$ cat config.mk
export PLATFORM = sky130hd
export DESIGN_NAME = eth_rx_framer
export DESIGN_NICKNAME = d
export VERILOG_FILES = /design/src/rtl/eth_rx_framer.sv
export SDC_FILE = /design/constraint.sdc
export NUM_CORES = 1
export LEC_CHECK = 0
export ABC_AREA = 1
export CORE_MARGIN = 3
export CORE_UTILIZATION = 55
export CTS_CLUSTER_DIAMETER = 50
export CTS_CLUSTER_SIZE = 30
export DETAILED_ROUTE_END_ITERATION = 8
export PLACE_DENSITY = 0.81
export RECOVER_POWER = 100
export SLEW_MARGIN = 20
export SYNTH_ARGS = -nofsm -noshare
export SYNTH_HDL_FRONTEND = slang
export SYNTH_SLANG_ARGS = --single-unit
export TNS_END_PERCENT = 5
$ cat constraint.sdc
create_clock -name clk -period 4.3 [get_ports clk]
set_input_delay 1.075 -clock clk [delete_from_list [all_inputs] [get_ports clk]]
set_output_delay 1.075 -clock clk [all_outputs]
set_load 0.005 [all_outputs]
$ cat src/rtl/eth_rx_framer.sv
// Byte-wide Ethernet receive framer: preamble/SFD search, MAC header capture,
// destination filtering, FCS stripping through a 4-byte delay line, CRC-32 check.
module eth_rx_framer #(
  parameter logic [47:0] MAC_ADDR    = 48'h02_00_00_00_00_01,
  parameter bit          PROMISC     = 1'b0,
  parameter int          MAX_PAYLOAD = 1500,
  parameter int          MIN_PAYLOAD = 46
) (
  input  logic        clk,
  input  logic        rst,
  input  logic [7:0]  rx_data,
  input  logic        rx_dv,
  output logic [7:0]  frame_out,
  output logic        valid,
  output logic        sof,
  output logic [47:0] dst_mac,
  output logic [47:0] src_mac,
  output logic [15:0] ethertype,
  output logic        done,
  output logic [10:0] payload_len,
  output logic        crc_err,
  output logic        runt,
  output logic        too_long,
  output logic [2:0]  dbg_state
);

  typedef enum logic [2:0] {
    S_IDLE = 3'd0,
    S_PRE  = 3'd1,
    S_HDR  = 3'd2,
    S_PAY  = 3'd3,
    S_DROP = 3'd4
  } state_e;

  localparam logic [31:0] CRC_POLY    = 32'hEDB88320;
  localparam logic [31:0] CRC_INIT    = 32'hFFFF_FFFF;
  localparam logic [31:0] CRC_RESIDUE = 32'hDEBB20E3;
  localparam logic [47:0] BCAST_ADDR  = 48'hFFFF_FFFF_FFFF;
  localparam logic [10:0] MAX_LEN     = 11'(MAX_PAYLOAD);
  localparam logic [10:0] MIN_LEN     = 11'(MIN_PAYLOAD);
  localparam logic [7:0]  PRE_BYTE    = 8'h55;
  localparam logic [7:0]  SFD_BYTE    = 8'hD5;

  // Reflected CRC-32, one byte per call, LSB of the byte first.
  function automatic logic [31:0] crc32_byte(input logic [31:0] crc, input logic [7:0] d);
    logic [31:0] c;
    c = crc ^ {24'h0, d};
    for (int i = 0; i < 8; i++) begin
      c = c[0] ? ((c >> 1) ^ CRC_POLY) : (c >> 1);
    end
    return c;
  endfunction

  state_e      state_q, state_d;
  logic [3:0]  hdr_cnt_q, hdr_cnt_d;
  logic [31:0] crc_q, crc_d;
  logic [47:0] dst_q, dst_d;
  logic [47:0] src_q, src_d;
  logic [15:0] type_q, type_d;
  logic [31:0] dly_q, dly_d;
  logic [2:0]  dly_cnt_q, dly_cnt_d;
  logic [10:0] len_q, len_d;
  logic        over_q, over_d;

  logic [7:0]  frame_out_q, frame_out_d;
  logic        valid_q, valid_d;
  logic        sof_q, sof_d;
  logic        done_q, done_d;
  logic [10:0] plen_q, plen_d;
  logic        crc_err_q, crc_err_d;
  logic        runt_q, runt_d;
  logic        too_long_q, too_long_d;

  logic        addr_match;

  assign addr_match = PROMISC || (dst_q == MAC_ADDR) || (dst_q == BCAST_ADDR);

  always_comb begin
    state_d     = state_q;
    hdr_cnt_d   = hdr_cnt_q;
    crc_d       = crc_q;
    dst_d       = dst_q;
    src_d       = src_q;
    type_d      = type_q;
    dly_d       = dly_q;
    dly_cnt_d   = dly_cnt_q;
    len_d       = len_q;
    over_d      = over_q;
    frame_out_d = 8'h00;
    valid_d     = 1'b0;
    sof_d       = 1'b0;
    done_d      = 1'b0;
    plen_d      = 11'd0;
    crc_err_d   = 1'b0;
    runt_d      = 1'b0;
    too_long_d  = 1'b0;

    case (state_q)
      S_IDLE: begin
        if (rx_dv) begin
          state_d = (rx_data == PRE_BYTE) ? S_PRE : S_DROP;
        end
      end

      S_PRE: begin
        if (!rx_dv) begin
          state_d = S_IDLE;
        end else if (rx_data == SFD_BYTE) begin
          state_d   = S_HDR;
          hdr_cnt_d = 4'd0;
          crc_d     = CRC_INIT;
        end else if (rx_data != PRE_BYTE) begin
          state_d = S_DROP;
        end
      end

      S_HDR: begin
        if (!rx_dv) begin
          state_d = S_IDLE;
        end else begin
          crc_d     = crc32_byte(crc_q, rx_data);
          hdr_cnt_d = hdr_cnt_q + 4'd1;
          if (hdr_cnt_q < 4'd6) begin
            dst_d = {dst_q[39:0], rx_data};
          end else if (hdr_cnt_q < 4'd12) begin
            src_d = {src_q[39:0], rx_data};
          end else begin
            type_d = {type_q[7:0], rx_data};
          end
          // dst_q is complete by byte 13, so the filter can look at it directly.
          if (hdr_cnt_q == 4'd13) begin
            state_d   = addr_match ? S_PAY : S_DROP;
            dly_cnt_d = 3'd0;
            len_d     = 11'd0;
            over_d    = 1'b0;
          end
        end
      end

      S_PAY: begin
        if (rx_dv) begin
          crc_d = crc32_byte(crc_q, rx_data);
          dly_d = {dly_q[23:0], rx_data};
          if (dly_cnt_q != 3'd4) begin
            dly_cnt_d = dly_cnt_q + 3'd1;
          end else if (len_q != MAX_LEN) begin
            frame_out_d = dly_q[31:24];
            valid_d     = 1'b1;
            sof_d       = (len_q == 11'd0);
            len_d       = len_q + 11'd1;
          end else begin
            over_d = 1'b1;
          end
        end else begin
          // The four bytes still in the delay line are the FCS and are discarded.
          state_d    = S_IDLE;
          done_d     = 1'b1;
          plen_d     = len_q;
          crc_err_d  = (crc_q != CRC_RESIDUE);
          runt_d     = (len_q < MIN_LEN);
          too_long_d = over_q;
        end
      end

      S_DROP: begin
        if (!rx_dv) begin
          state_d = S_IDLE;
        end
      end

      default: state_d = S_IDLE;
    endcase
  end

  always_ff @(posedge clk) begin
    if (rst) begin
      state_q     <= S_IDLE;
      hdr_cnt_q   <= 4'd0;
      crc_q       <= 32'd0;
      dst_q       <= 48'd0;
      src_q       <= 48'd0;
      type_q      <= 16'd0;
      dly_q       <= 32'd0;
      dly_cnt_q   <= 3'd0;
      len_q       <= 11'd0;
      over_q      <= 1'b0;
      frame_out_q <= 8'h00;
      valid_q     <= 1'b0;
      sof_q       <= 1'b0;
      done_q      <= 1'b0;
      plen_q      <= 11'd0;
      crc_err_q   <= 1'b0;
      runt_q      <= 1'b0;
      too_long_q  <= 1'b0;
    end else begin
      state_q     <= state_d;
      hdr_cnt_q   <= hdr_cnt_d;
      crc_q       <= crc_d;
      dst_q       <= dst_d;
      src_q       <= src_d;
      type_q      <= type_d;
      dly_q       <= dly_d;
      dly_cnt_q   <= dly_cnt_d;
      len_q       <= len_d;
      over_q      <= over_d;
      frame_out_q <= frame_out_d;
      valid_q     <= valid_d;
      sof_q       <= sof_d;
      done_q      <= done_d;
      plen_q      <= plen_d;
      crc_err_q   <= crc_err_d;
      runt_q      <= runt_d;
      too_long_q  <= too_long_d;
    end
  end

  assign frame_out   = frame_out_q;
  assign valid       = valid_q;
  assign sof         = sof_q;
  assign dst_mac     = dst_q;
  assign src_mac     = src_q;
  assign ethertype   = type_q;
  assign done        = done_q;
  assign payload_len = plen_q;
  assign crc_err     = crc_err_q;
  assign runt        = runt_q;
  assign too_long    = too_long_q;
  assign dbg_state   = state_q;

endmodule
---- Word level (Yosys, flattened, before mapping) ----
Cells that the tools add are included.
operators by class
  add/subtract/negate cells ............... 3
  magnitude comparators ................... 3
  equal/unequal tests ..................... 27
  mux-type cells .......................... 45
  bitwise logic cells ..................... 14
  reductions and logical operators ........ 22
operator list
  operator                                                                        number
  32-bit 2-to-1 mux                                                               11
  13-bit NOT with 14-bit output                                                   8
  32-bit one-hot mux with 2 select lines                                          1
  11-bit 2-to-1 mux                                                               5
  48-bit by 42-bit == test with 1-bit output (second input constant)              1
  48-bit == test (second input constant)                                          1
  3-bit 2-to-1 mux                                                                13
  32-bit != test (second input constant)                                          1
  32-bit by 8-bit XOR with 32-bit output                                          1
  2-bit != test (second input constant)                                           11
  11-bit one-hot mux with 2 select lines                                          1
  4-bit AND reduction                                                             5
  4-bit 2-to-1 mux                                                                3
  3-bit one-hot mux with 4 select lines                                           1
  6-bit AND reduction                                                             2
  11-bit by 1-bit adder with 11-bit output (second input constant)                1
  11-bit zero test                                                                1
  11-bit by 6-bit less-than comparator with 1-bit output (second input constant)  1
  11-bit != test (second input constant)                                          1
  8-bit by 7-bit == test with 1-bit output (second input constant)                1
  8-bit == test (second input constant)                                           1
  8-bit by 7-bit != test with 1-bit output (second input constant)                1
  4-bit one-hot mux with 2 select lines                                           1
  1-bit 2-to-1 mux                                                                7
  other kinds (24)                                                                34
word-level totals
  flip-flop bits (word level) ............. 223
  input bits .............................. 11
  word-level logic and storage cells ...... 132

---- Longest topological paths before layout ----
Gate-level depths: netlist of the first run.
  depth in word-level cells ............... 19
  depth in mapped cells ................... 14
  gate-level depth less buffers ........... 14

---- Least setup slack after synthesis of the first run ----
No wires, ideal clock.
  kind .................................... input-to-reg
  start point ............................. input rx_data[6]
  end point ............................... register crc_q[26]
  setup time .............................. 0.070 ns
  data arrival time ....................... 2.146 ns
  required time ........................... 4.230 ns
  path slack .............................. 2.084 ns
  stages on the path ...................... 9
  buffers on the path ..................... 0
  cell sequence ........................... inv_1 nand2_1 nand2_1 nand2_1 nand2_4 inv_2 xor2_1 or2_1 a21oi_1
on the way
  word-level cells in the longest chain between the ends .. 13
  elaborated cells on any way between the ends .. 16
RTL lines
  item                                            RTL line  RTL
  start: declaration                              11        input logic [7:0] rx_data,
  32-bit by 8-bit XOR with 32-bit output          47        c = crc ^ {24'h0, d};
  13-bit NOT with 14-bit output (no source line)  n/a
  32-bit 2-to-1 mux (7 in a row)                  49        c = c[0] ? ((c >> 1) ^ CRC_POLY) : (c >> 1);
  13-bit NOT with 14-bit output (no source line)  n/a
  32-bit 2-to-1 mux                               49
  32-bit 2-to-1 mux                               118, 141
  32-bit one-hot mux with 2 select lines          98        case (state_q)
  end signal: assignment                          198       crc_q <= crc_d;
  end: declaration                                56        logic [31:0] crc_q, crc_d;
Several ways; a longest one is shown, not always the timed one. The select of a mux whose other input is x is not followed.
A chain may end at the register's enable or synchronous reset.

---- Final worst setup path of the first run ----
  start point ............................. input rst
  end point ............................... register crc_err_q (netlist: crc_err)
on the way
  word-level cells in the longest chain between the ends .. 1
RTL lines
  item                                 RTL line  RTL
  start: declaration                   10        input logic rst,
  3-bit OR reduction (no source line)  n/a
  end signal: assignment               211       crc_err_q <= crc_err_d;
  end: declaration                     70        logic crc_err_q, crc_err_d;
Every way passes these cells.

==> impl_metrics.tcl, run 1 <==
set metrics [dict create \
    numPortBuffers 150 \
    ctsHoldBuffers 0 \
    antenna_found_initial 0 \
    fp.dieW_microns 138 \
    r2r_start "dbg_state[1]" \
    avgSynthCellArea_sq_um 7.33 \
    slew_viol_final 40 \
    die-area_sq_um 19000 \
    tightest_slew_ps 1750 \
    start_util_pct 56.9 \
    final_hold_viol_count 0 \
    intPower_mw 3.10 \
    grt_most_used_layer "met2" \
    rsz0062_at_grt "no" \
    cts.sinks 223 \
    drv_cap 1 \
    p_per_area_nw_per_um2 349 \
    cp_data_arrival_time_ps 3810 \
    numCtsBuffers 20 \
    drc 0 \
    htreeDepth 1 \
    period_minus_slack_ps 3460 \
    p_seq_share_pct 50.5 \
    grt_first_pass_wirelength_microns 39700 \
    p_leak_nw 5.25 \
    postRouteAntennaNets 0 \
    hold_path_class "flop to flop" \
    clockBufferDepth 3 \
    worstHoldStart "dly_q[28]" \
    synth_top_area_share_pct 46.8 \
    worst_ep_required_time_ps 4650 \
    grt_max_degree 145 \
    synth_nets 1318 \
    drtIter0Drc 783 \
    violations "capacitance limit, slew limit" \
    end_kind "flop" \
    worstSetupPathType "input port to flop" \
    die_h_microns 138 \
    core_sq_um 16800 \
    synth-async-reset-ratio_pct 0 \
    timing.final.crit_share_pct 80.6 \
    met1_usage_pct 33.8 \
    cts_tree "yes" \
    clkPwrFrac_pct 44.8 \
    ys_top_cells_by_count "nor2_1 (243), dfxtp_1 (223), nand2_1 (211)" \
    clock_latency_ps 510 \
    synth_ff_type "dfxtp_1" \
    post_drt_wl_per_cell_microns 14.7 \
    postSynthCellCount 1301 \
    status "finished with violations" \
    syn_area_sq_um 9540 \
    setup_viol 0 \
    root_buffer "clkbuf_16" \
    p_comb_share_pct 4.7 \
    yosysWarnings 0 \
    start_kind "input port" \
    setup.worst_path.start "rst" \
    dr.pass1.iters 5 \
    finClkSkew_ps 31.9 \
    setup_tns_ps 0 \
    cp_max_fo 39 \
    gp_congestion 0.964 \
    synth_seq_cells 223 \
    sw_frac_of_total_pct 24.4 \
    yosys-top-cells-area "dfxtp_1 (47%), nor2_1 (9.6%), nand2_1 (8.3%), o21ai_0 (8.0%), a21oi_1 (6.1%)" \
    fmax_mhz 289 \
    path_clk_slew_ps 80 \
    cts_setup_buffers 0 \
    nNetsFinal 1441 \
    overflow 0 \
    diodes 0 \
    viasPerCell 5.34 \
    syn_to_final_growth_pct 23.2 \
    synth_area_leader_cell "dfxtp_1" \
    grtUsageTotal_pct 25.3 \
    ctsResizeCount 0 \
    use_met2_pct 42.2 \
    ys_seq_area_share_pct 46.8 \
    dp_hpwl_microns 16800 \
    maxSlewHeadroom_pct -16.6 \
    vias 8841 \
    synth_most_common_cell "nor2_1" \
    total_power_mw 4.10 \
    pin_count 151 \
    first_global_vias 7952 \
    rows 47 \
    p_switching_uw 999 \
    drt_wl_total_microns 24400 \
    synth_edf_count 0 \
    use_met3_pct 4.82 \
    vdd_drop_max_mv 0.323 \
    drive_gt1_share_pct 4.18 \
    ys_types 40 \
]
==> power groups by stage <==
stage	Clock (mW)	Sequential, mW	Combinational [mW]
CTS	1.86	2.07	0.191
finish	1.84	2.07	0.193
floorplan	0	2.11	0.139
global route	1.95	2.07	0.214
detailed placement	0	2.12	0.190
global placement	0	2.12	0.187
==> registers in the layout, indices dropped and copies added (netlist names), 4 cells and up <==
name         count
frame_out        8
crc_q           32
payload_len     11
dly_q           32
ethertype       16
hdr_cnt_q        4
dst_mac         48
src_mac         48
len_q           11
==> final cells by class <==
class,count,area [sq um]
fillers,1425,5010
flip-flops and latches,223,4460
multi-input cells,913,4350
repair buffers,160,1580
clock buffers,24,547
inverters,106,399
well taps,220,275
clock inverters,11,138
==> per-stage QoR <==
step / worst slack [ps] / hold slack, ps / utilization (%) / cells / instance area, sq um
global placement: 1060 / 427 / 66.4 / 1622 / 11100
global route: 618 / 457 / 70.1 / 1657 / 11800
detailed placement: 956 / 428 / 66.4 / 1622 / 11100
floorplan: 2080 / 416 / - / 1301 / 9540
finish: 835 / 443 / 70.1 / 1657 / 11800
CTS: 1460 / 443 / 70.5 / 1657 / 11800
==> metal layers <==
metal  vias to the layer above  routed length, microns
li1                       4440                       -
met1                      4050                   10300
met2                       313                   11900
met3                        38                    1770
met4                         0                     390
met5                         -                       0
==> logic make-up (layout without fill, tap and decap cells) <==
kind of cell	after synthesis	in the layout	share of synthesized area [%]
fa+ha+maj	6	6	0.787
buf+inv	165	301	7.11
flops	223	223	46.8
simple gates	568	568	24.9
compound gates	284	284	15.3
xor+xnor	55	55	5.13
==> worst max-delay path: stages <==
cell and delay, ps:
dlygate4sd3_1 580, clkbuf_1 1280, nor2_1 180, nand2_1 550, a41oi_1 140
==> cell usage in the layout, fill, tap and decap left out, types with 8 or more instances in the layout <==
master / Yosys / routed
xnor2_1: 20 / 20
nand2_1: 211 / 212
xor2_1: 34 / 34
nand3_1: 63 / 63
nor3_1: 8 / 10
o21ai_0: 153 / 157
nand4_1: 14 / 14
dfxtp_1: 223 / 223
a21oi_1: 117 / 117
nand2_2: 9 / 8
inv_1: 96 / 96
nor2_1: 243 / 247
dlygate4sd3_1: 0 / 144
clkbuf_16: 0 / 21
==> path summary, 6_finish.rpt <==
path / cells past startpoint / slack [ps] / to
worst min register to register: 2 / 440 / frame_out[4]
worst max-delay path: 5 / 840 / crc_err
worst max register to register: 9 / 1450 / dst_mac[25]
worst min-delay path: 2 / 440 / frame_out[4]
Note: power is estimated with default switching activity, not from simulation.
==> run 2: changes to the inputs <==
Settings changed: CORE_UTILIZATION 55 to 49, PLACE_DENSITY 0.81 to 0.76.
Clock period 4.3 ns to 2.85 ns, I/O delays scaled along.
==> run 2 against run 1 <==
Routed wire length is 3.3% higher. Clock power is 82% higher. Setup slack worse by 540 ps. Worst hold slack lost 3.0 ps. Flip-flop and latch count is the same. Largest power group is now clock. Highest routed layer unchanged. The run now ends clean.
==> impl_metrics.tcl, run 2 (same netlist as run 1, synthesis figures left out) <==
set metrics [dict create \
    diodes 0 \
    fp.dieW_microns 146 \
    ctsHoldBuffers 0 \
    dr.pass1.iters 5 \
    die-area_sq_um 21200 \
    root_buffer "clkbuf_16" \
    overflow 0 \
    worstSetupPathType "input port to flop" \
    antenna_found_initial 0 \
    first_global_vias 8128 \
    place_ws_ps 46.4 \
    cts_setup_buffers 0 \
    p_per_area_nw_per_um2 555 \
    hold_path_class "flop to flop" \
    postRouteAntennaNets 0 \
    hold_ws_ps 440 \
    drive_gt1_share_pct 6.45 \
    start_kind "input port" \
    gp_congestion 0.967 \
    clock_latency_ps 530 \
    vias 8875 \
    core_sq_um 18900 \
    stdcell_count 1732 \
    p_leak_nw 5.45 \
    setup_tns_ps 0 \
    end_kind "flop" \
    final_core_util_pct 64.6 \
    cts_tree "yes" \
    grt_first_pass_wirelength_microns 41400 \
    mostFrequentLayoutCell "nor2_1" \
    syn_to_final_growth_pct 28.0 \
    final_hold_viol_count 0 \
    rows 50 \
    die_h_microns 146 \
    numPortBuffers 150 \
    cts.sinks 223 \
    nNetsFinal 1470 \
    drv_cap 0 \
    finClkSkew_ps 18.4 \
    finalWorstSetupSlack_ps 298 \
    dp_hpwl_microns 17800 \
    grtUsageTotal_pct 22.9 \
    drc 0 \
    rsz0062_at_grt "no" \
    start_util_pct 50.5 \
    period_minus_slack_ps 2550 \
    clockBufferDepth 3 \
    path_clk_slew_ps 90 \
    drt_wl_total_microns 25200 \
    maxSlewHeadroom_pct 37.1 \
    pin_count 151 \
    vdd_drop_max_mv 0.419 \
    timing.final.crit_share_pct 89.5 \
    viasPerCell 5.12 \
    slew_viol_final 0 \
    htreeDepth 1 \
    setup_viol 0 \
    final_cell_mix "nor2_1 (246), dfxtp_1 (223), nand2_1 (212), o21ai_0 (154), dlygate4sd3_1 (144)" \
    cp_data_arrival_time_ps 2930 \
    post_drt_wl_per_cell_microns 14.6 \
    tightest_slew_ps 944 \
    worst_ep_required_time_ps 3230 \
    dp.cells 1686 \
    ctsResizeCount 0 \
    status "completed" \
    grt_max_degree 57 \
    fmax_mhz 392 \
    numCtsBuffers 25 \
    cp_max_fo 39 \
    drtIter0Drc 500 \
]
## run 2: cell types whose count changed in the layout (fill, tap and decap cells not counted), moves of 2 or more
cell / before / now
buf_4: 6 / 20
clkbuf_16: 21 / 25
buf_12: 1 / 4
inv_12: 1 / 4
inv_6: 2 / 5
o21ai_0: 157 / 154
o21ai_1: 1 / 4
clkbuf_1: 5 / 7
clkbuf_2: 0 / 2
clkinv_2: 1 / 3
clkinvlp_4: 0 / 2
nor3_1: 10 / 8
## run 2: worst paths after layout
check                    start            to  slack [ps]  cells past startpoint
hold reg to reg      dly_q[28]  frame_out[4]         440                      2
setup reg to reg  dbg_state[1]    src_mac[8]         440                     10
setup / recovery           rst          runt         300                      6
hold / removal       dly_q[28]  frame_out[4]         440                      2
## run 2: cell type report
type,instances,area (sq um)
tap,260,325
timing repair buffer,184,1770
multi-input combinational,913,4370
clock buffer,25,626
clock inverter,21,253
fill,1696,6690
sequential,223,4460
inverter,106,399
## run 2: where the power goes
part	internal (mW)	switching (mW)	total, mW
sequential	3.12	0.00372	3.12
clock	1.82	1.52	3.34
combinational	0.112	0.202	0.314
## run 2: per-stage QoR
stage / instance area (sq um) / power [mW]
global placement: 11400 / 3.50
CTS: 12300 / 6.83
floorplan: 9540 / 3.40
global route: 12200 / 6.98
detailed placement: 11400 / 3.50
finish: 12200 / 6.78
## run 2: critical path, cell delays in order
cell	delay, ps
dlygate4sd3_1	600
clkbuf_2	650
nor2_1	150
nand2_1	200
clkbuf_1	480
nor3_1	130
## run 2: layer usage
| layer | global-route usage (%) | share of wire [%] | vias to the layer above |
|---|---|---|---|
| li1 | - | - | 4514 |
| met1 | 30.9 | 45 | 4071 |
| met2 | 37.8 | 47 | 232 |
| met3 | 3.74 | 4.9 | 58 |
| met4 | 7.26 | 3.2 | 0 |
| met5 | 0 | 0 | - |
